==> src/rtl/ariane_pkg.sv <==
// Shared types for the performance-counter sampler.
//   perf_sample_t    : one record pushed per sampled counter
//   state_e          : sweep controller states
//   NR_PERF_COUNTERS : number of counters in the bank
package ariane_pkg;

  localparam int unsigned NR_PERF_COUNTERS = 14;

  typedef struct packed {
    logic [15:0] seq;
    logic [4:0]  idx;
    logic        last;
    logic [63:0] data;
  } perf_sample_t;

  typedef enum logic {
    IDLE,
    SWEEP
  } state_e;

endpackage

==> src/rtl/perf_sampler_if.sv <==
// Bundles the counter-bank port and the sample output stream of perf_sampler.
//   master : sampler side (drives pc_addr/we/wdata and the sample stream)
//   slave  : counter bank + consumer side (drives pc_rdata and sample_ready)
interface perf_sampler_if;
  logic [4:0]  pc_addr_o;
  logic        pc_we_o;
  logic [63:0] pc_wdata_o;
  logic [63:0] pc_rdata_i;
  logic        sample_valid_o;
  logic        sample_ready_i;
  logic [63:0] sample_data_o;
  logic [4:0]  sample_idx_o;
  logic        sample_last_o;
  logic [15:0] sample_seq_o;

  modport master (
    output pc_addr_o, pc_we_o, pc_wdata_o,
    output sample_valid_o, sample_data_o, sample_idx_o, sample_last_o, sample_seq_o,
    input  pc_rdata_i, sample_ready_i
  );

  modport slave (
    input  pc_addr_o, pc_we_o, pc_wdata_o,
    input  sample_valid_o, sample_data_o, sample_idx_o, sample_last_o, sample_seq_o,
    output pc_rdata_i, sample_ready_i
  );
endinterface

==> src/rtl/perf_sample_fifo.sv <==
// Small record FIFO between the sweep controller and the output stream.
//   push_i/data_i/full_o  : write side (full_o is from registered pointers)
//   pop_i/valid_o/data_o  : read side (data_o is the stored head entry)
//   rst_i                 : synchronous flush
module perf_sample_fifo
  import ariane_pkg::*;
#(
  parameter int unsigned DEPTH = 4
) (
  input  logic         clk_i,
  input  logic         rst_i,
  input  logic         push_i,
  input  perf_sample_t data_i,
  output logic         full_o,
  input  logic         pop_i,
  output logic         valid_o,
  output perf_sample_t data_o
);
  localparam int unsigned AW = $clog2(DEPTH);

  logic [AW:0]  wr_ptr_q, wr_ptr_d;
  logic [AW:0]  rd_ptr_q, rd_ptr_d;
  perf_sample_t mem_q [DEPTH];
  logic         empty, do_push, do_pop;

  assign empty   = (wr_ptr_q == rd_ptr_q);
  assign full_o  = (wr_ptr_q[AW] != rd_ptr_q[AW]) &&
                   (wr_ptr_q[AW-1:0] == rd_ptr_q[AW-1:0]);
  assign valid_o = !empty;
  assign data_o  = mem_q[rd_ptr_q[AW-1:0]];
  assign do_pop  = pop_i && !empty;
  // At full a simultaneous pop frees the head slot, which the push reuses.
  assign do_push = push_i && (!full_o || do_pop);

  always_comb begin
    wr_ptr_d = wr_ptr_q;
    rd_ptr_d = rd_ptr_q;
    if (do_push) wr_ptr_d = wr_ptr_q + 1'b1;
    if (do_pop)  rd_ptr_d = rd_ptr_q + 1'b1;
  end

  always_ff @(posedge clk_i) begin
    if (rst_i) begin
      wr_ptr_q <= '0;
      rd_ptr_q <= '0;
    end else begin
      wr_ptr_q <= wr_ptr_d;
      rd_ptr_q <= rd_ptr_d;
    end
  end

  always_ff @(posedge clk_i) begin
    if (do_push) mem_q[wr_ptr_q[AW-1:0]] <= data_i;
  end
endmodule

==> src/rtl/perf_sampler.sv <==
// Periodic performance-counter sampler.
//   clk_i, rst_i          : clock, synchronous active-high reset
//   enable_i              : period timer runs (low clears the timer)
//   debug_mode_i          : freezes the period timer
//   clear_on_read_i       : zero each counter as it is sampled
//   io (master)           : counter-bank port + sample record stream
//   busy_o                : sweep in progress
//   missed_o              : saturating count of expiries during a sweep
module perf_sampler
  import ariane_pkg::*;
#(
  parameter int unsigned NUM_COUNTERS = NR_PERF_COUNTERS,
  parameter int unsigned PERIOD       = 30000,
  parameter int unsigned FIFO_DEPTH   = 4
) (
  input  logic                  clk_i,
  input  logic                  rst_i,
  input  logic                  enable_i,
  input  logic                  debug_mode_i,
  input  logic                  clear_on_read_i,
  perf_sampler_if.master        io,
  output logic                  busy_o,
  output logic [7:0]            missed_o
);
  localparam int unsigned TW = $clog2(PERIOD);

  state_e       state_q, state_d;
  logic [TW-1:0] timer_q, timer_d;
  logic [4:0]   idx_q, idx_d;
  logic [15:0]  seq_q, seq_d;
  logic [7:0]   missed_q, missed_d;
  logic         expiry, push, last, fifo_full;
  perf_sample_t push_rec, head;

  assign last     = (idx_q == 5'(NUM_COUNTERS - 1));
  assign push     = (state_q == SWEEP) && !fifo_full;
  assign push_rec = '{seq: seq_q, idx: idx_q, last: last, data: io.pc_rdata_i};

  always_comb begin
    timer_d = timer_q;
    expiry  = 1'b0;
    if (!enable_i) begin
      timer_d = '0;
    end else if (!debug_mode_i) begin
      if (timer_q == TW'(PERIOD - 1)) begin
        timer_d = '0;
        expiry  = 1'b1;
      end else begin
        timer_d = timer_q + TW'(1);
      end
    end
  end

  always_comb begin
    state_d  = state_q;
    idx_d    = idx_q;
    seq_d    = seq_q;
    missed_d = missed_q;
    case (state_q)
      IDLE: begin
        if (expiry) begin
          state_d = SWEEP;
          idx_d   = '0;
        end
      end
      SWEEP: begin
        if (expiry && (missed_q != 8'hFF)) missed_d = missed_q + 8'd1;
        if (push) begin
          if (last) begin
            state_d = IDLE;
            idx_d   = '0;
            seq_d   = seq_q + 16'd1;
          end else begin
            idx_d = idx_q + 5'd1;
          end
        end
      end
      default: state_d = IDLE;
    endcase
  end

  always_ff @(posedge clk_i) begin
    if (rst_i) begin
      state_q  <= IDLE;
      timer_q  <= '0;
      idx_q    <= '0;
      seq_q    <= '0;
      missed_q <= '0;
    end else begin
      state_q  <= state_d;
      timer_q  <= timer_d;
      idx_q    <= idx_d;
      seq_q    <= seq_d;
      missed_q <= missed_d;
    end
  end

  perf_sample_fifo #(.DEPTH(FIFO_DEPTH)) u_fifo (
    .clk_i   (clk_i),
    .rst_i   (rst_i),
    .push_i  (push),
    .data_i  (push_rec),
    .full_o  (fifo_full),
    .pop_i   (io.sample_ready_i),
    .valid_o (io.sample_valid_o),
    .data_o  (head)
  );

  assign io.pc_addr_o     = (state_q == SWEEP) ? idx_q : 5'd0;
  // Write-after-read: the bank returns the old value this cycle, zero next.
  assign io.pc_we_o       = push && clear_on_read_i;
  assign io.pc_wdata_o    = '0;
  assign io.sample_data_o = head.data;
  assign io.sample_idx_o  = head.idx;
  assign io.sample_last_o = head.last;
  assign io.sample_seq_o  = head.seq;
  assign busy_o           = (state_q == SWEEP);
  assign missed_o         = missed_q;
endmodule

==> src/flat_wrapper.sv <==
// flat-port wrapper written by rule: the top's interface ports become plain ports
module perf_sampler_flat import ariane_pkg::*;
#(
  parameter int unsigned NUM_COUNTERS = NR_PERF_COUNTERS,
  parameter int unsigned PERIOD       = 30000,
  parameter int unsigned FIFO_DEPTH   = 4
)
  (clk_i, rst_i, enable_i, debug_mode_i, clear_on_read_i, busy_o, missed_o, io_pc_addr_o, io_pc_we_o, io_pc_wdata_o, io_sample_valid_o, io_sample_data_o, io_sample_idx_o, io_sample_last_o, io_sample_seq_o, io_pc_rdata_i, io_sample_ready_i);
  perf_sampler_if io_i ();
  input  logic clk_i;
  input  logic rst_i;
  input  logic enable_i;
  input  logic debug_mode_i;
  input  logic clear_on_read_i;
  output logic busy_o;
  output logic [7:0] missed_o;
  output wire logic [$bits(io_i.pc_addr_o)-1:0] io_pc_addr_o;
  output wire logic [$bits(io_i.pc_we_o)-1:0] io_pc_we_o;
  output wire logic [$bits(io_i.pc_wdata_o)-1:0] io_pc_wdata_o;
  output wire logic [$bits(io_i.sample_valid_o)-1:0] io_sample_valid_o;
  output wire logic [$bits(io_i.sample_data_o)-1:0] io_sample_data_o;
  output wire logic [$bits(io_i.sample_idx_o)-1:0] io_sample_idx_o;
  output wire logic [$bits(io_i.sample_last_o)-1:0] io_sample_last_o;
  output wire logic [$bits(io_i.sample_seq_o)-1:0] io_sample_seq_o;
  input wire logic [$bits(io_i.pc_rdata_i)-1:0] io_pc_rdata_i;
  input wire logic [$bits(io_i.sample_ready_i)-1:0] io_sample_ready_i;
  assign io_pc_addr_o = io_i.pc_addr_o;
  assign io_pc_we_o = io_i.pc_we_o;
  assign io_pc_wdata_o = io_i.pc_wdata_o;
  assign io_sample_valid_o = io_i.sample_valid_o;
  assign io_sample_data_o = io_i.sample_data_o;
  assign io_sample_idx_o = io_i.sample_idx_o;
  assign io_sample_last_o = io_i.sample_last_o;
  assign io_sample_seq_o = io_i.sample_seq_o;
  assign io_i.pc_rdata_i = io_pc_rdata_i;
  assign io_i.sample_ready_i = io_sample_ready_i;
  perf_sampler #(.NUM_COUNTERS(NUM_COUNTERS), .PERIOD(PERIOD), .FIFO_DEPTH(FIFO_DEPTH)) u_core (.clk_i(clk_i), .rst_i(rst_i), .enable_i(enable_i), .debug_mode_i(debug_mode_i), .clear_on_read_i(clear_on_read_i), .io(io_i), .busy_o(busy_o), .missed_o(missed_o));
endmodule
==> config.mk <==
export PLATFORM = sky130hd
export DESIGN_NAME = perf_sampler_flat
export DESIGN_NICKNAME = d
export VERILOG_FILES = /design/src/rtl/ariane_pkg.sv /design/src/rtl/perf_sampler_if.sv /design/src/rtl/perf_sample_fifo.sv /design/src/rtl/perf_sampler.sv /design/src/flat_wrapper.sv
export SDC_FILE = /design/constraint.sdc
export NUM_CORES = 1
export LEC_CHECK = 0
export CAP_MARGIN = 15
export CORE_AREA = 2 2 184 186
export DETAILED_ROUTE_END_ITERATION = 16
export DIE_AREA = 0 0 186 188
export PLACE_DENSITY_LB_ADDON = 0.08
export SYNTH_ARGS = -nofsm -noshare
export SYNTH_HDL_FRONTEND = slang
export SYNTH_SLANG_ARGS = --single-unit
==> constraint.sdc <==
create_clock -name clk_i -period 12.2 [get_ports clk_i]
set_input_delay 2.44 -clock clk_i [delete_from_list [all_inputs] [get_ports clk_i]]
set_output_delay 2.44 -clock clk_i [all_outputs]
set_load 0.1 [all_outputs]
==> flow_summary.ini <==
[critical_path]
critical_path.max_fanout = 1
cp_cell_sequence = clkdlybuf4s50_1 -> and2_1 -> clkdlybuf4s50_1
worstPathArrival_ps = 4120
critPathKind = primary input to output port
endpoint_kind = output port
slowest_delay_ps = 1130
worst_setup_path_start_kind = primary input
cp.required_ps = 9760
cp_slowest_cell = clkdlybuf4s50_1
cp_common_cell = clkdlybuf4s50_1
crit_buf_inv = 2
crit_family = buffers and inverters

[logic_synthesis]
synth_most_common_cell = edfxtp_1
postSynthCellCount = 831
asyncSetResetFlopFracSynth_pct = 0
yosys.area.top_type_share_pct = 66.3
synth_area_leaders = edfxtp_1 (66%), mux4_2 (12%), dfxtp_1 (6.8%)
synth_edf_count = 344
synthTopCellsByCount = edfxtp_1 (344), mux4_2 (86), buf_4 (64), dfxtp_1 (53), clkbuf_1 (27)
yosys.area.top_type = edfxtp_1
synth_cell_types = 50
synthesis.area_um2 = 15600
synth_seq_cells = 397
ys_warn_count = 0
avgSynthCellArea_um2 = 18.7
ys.flop_type = edfxtp_1
ys_seq_area_share_pct = 73.1

[layout]
area_growth_pct = 21.3
n_antenna_cell = 0
final_cells = 1497
layout.nets = 1096
layout-drive-gt1-share_pct = 16.2

[cts]
cts_tree = yes
htreeDepth = 2
clock-sinks = 397
clk_pin_slew_ps = 60
cts_hold_buf = 0
root_buffer = clkbuf_16
clk_latency_ps = 520
cts_resized = 0
post-cts-setup-buffers = 0
cts_max_path_buffers = 3
numCtsBuffers = 41

[sta]
fin_skew_ps = 12.8
setup_tns_ps = 0
worst_slew_pin_slew_ps = 1070
fmax_ghz = 0.152
final-max-slew-violation-count = 0
rsz0062_at_grt = false
hold_viol_final = 0
relSlewSlack_pct = 28.7
period_share_pct = 53.8
min_period_ps = 6560
finalSetupViolations = 0

[global_route]
grt_pass1_vias = 7804
grt_pass1_wl_um = 44000
grt-busiest-layer = met2
grt_util_met2_pct = 27.0
grt_usage_pct = 16.4
antenna_found_initial = 0
overflow = 0
grt_max_degree = 58
use_met3_pct = 3.03
globalRouteMet1Util_pct = 22.6

[die]
coreArea_um2 = 33100
rows = 67
io_pins = 236
die_h_um = 188
die_w_um = 186
start_util_pct = 47.0
die_area_um2 = 35000

[routing]
drcViolationCount = 0
wl_per_cell_um = 19.3
viasPerCell = 5.29
drtAntennaViolNets = 0
vias = 7914
drt_first_pass_iters = 5
drt-total-wl_um = 29000
drt_iter0_drc = 566

[run]
cap_violations = 0

[placed_design]
io_buffer_count = 171
dp_hpwl_um = 16700
gp_congestion = 0.776
placedCellCount = 1421

[power]
ir_drop_mv = 0.0956
power-per-cell-area_nw_per_um2 = 149
p_leak_nw = 5.99

[outcome]
outcome = finished clean

[min_path]
hold_path_class = flip-flop to flip-flop
## flip-flops by register name, indices dropped and copies added (netlist names), named ones only
name and flops:
u_core.idx_q 5, u_core.u_fifo.mem_q 344, u_core.busy_o 1, u_core.u_fifo.rd_ptr_q 3
u_core.missed_o 8, u_core.seq_q 16, u_core.u_fifo.wr_ptr_q 3, u_core.timer_q 15
## per-layer routing
metal,vias to the layer above,part of all wire (%)
li1,3588,-
met1,4034,44
met2,252,48
met3,40,5.6
met4,0,1.8
met5,-,0
## cell families (layout without fill, tap and decap cells)
group,after synthesis,in the layout,share of synthesized area [%]
xor gates and xnor gates,20,20,1.12
muxes,92,92,12.9
and+or+nand+nor,141,141,5.29
other,1,64,0.0241
AOI/OAI and AO/OA,61,61,2.53
adders and majority gates,10,10,0.803
buffers and inverters,109,264,4.26
DFF,397,397,73.1
## stage by stage
step	power [mW]	worst slack [ps]	hold slack, ps	instance area [um2]	util (%)
after floorplan	1.60	6420	452	15800	-
after global placement	1.62	5620	473	17600	53.0
final	2.82	5640	489	18900	57.1
after detailed placement	1.62	5640	481	17600	53.0
after global routing	2.91	5460	508	18900	57.1
after CTS	2.85	5600	490	18900	57.1
## power by group
group / switching, mW / internal [mW]
sequential: 0.000188 / 1.47
clock: 0.489 / 0.744
combinational: 0.101 / 0.0207
## cell usage in the layout (no fill, tap or decap), types with 9 or more instances in the layout
master           synthesis  routed
o31ai_1                 16      16
nand2_1                 15      15
clkbuf_16                0      43
xor2_1                  11      11
buf_4                   64       9
nor2_1                  26      25
edfxtp_1               344     344
or4_1                   14      14
a21oi_1                 22      22
clkdlybuf4s50_1          0     171
mux4_2                  86      86
dfxtp_1                 53      51
conb_1                   1      64
or3_1                   10      10
nand3_1                 15      15
ha_1                    10      10
nand4_1                  9       9
clkbuf_1                27      10
xnor2_1                  9       9
## path summary, 6_finish.rpt
path	startpoint	end	slack [ps]	depth (start not counted)
hold / removal	u_core.timer_q[13]	u_core.timer_q[13]	490	2
setup reg to reg	u_core.u_fifo.wr_ptr_q[0]	u_core.u_fifo.mem_q[2][48]	8920	4
hold reg to reg	u_core.timer_q[13]	u_core.timer_q[13]	490	2
setup / recovery	clear_on_read_i	io_pc_we_o	5640	3
## layout make-up
class / instances / area [um2]
Multi-Input combinational cell: 388 / 3780
Fill cell: 2574 / 14200
Sequential cell: 397 / 11400
Clock inverter: 21 / 210
Clock buffer: 55 / 1140
Tap cell: 448 / 561
Inverter: 8 / 30.0
Timing Repair Buffer: 180 / 1780
## tightest hold or removal path, cell delays in order (launching register included)
cell     delay (ps)
dfxtp_1         320
o31ai_1          60
a21oi_1          50
Note: power is estimated with default switching activity, not from simulation.
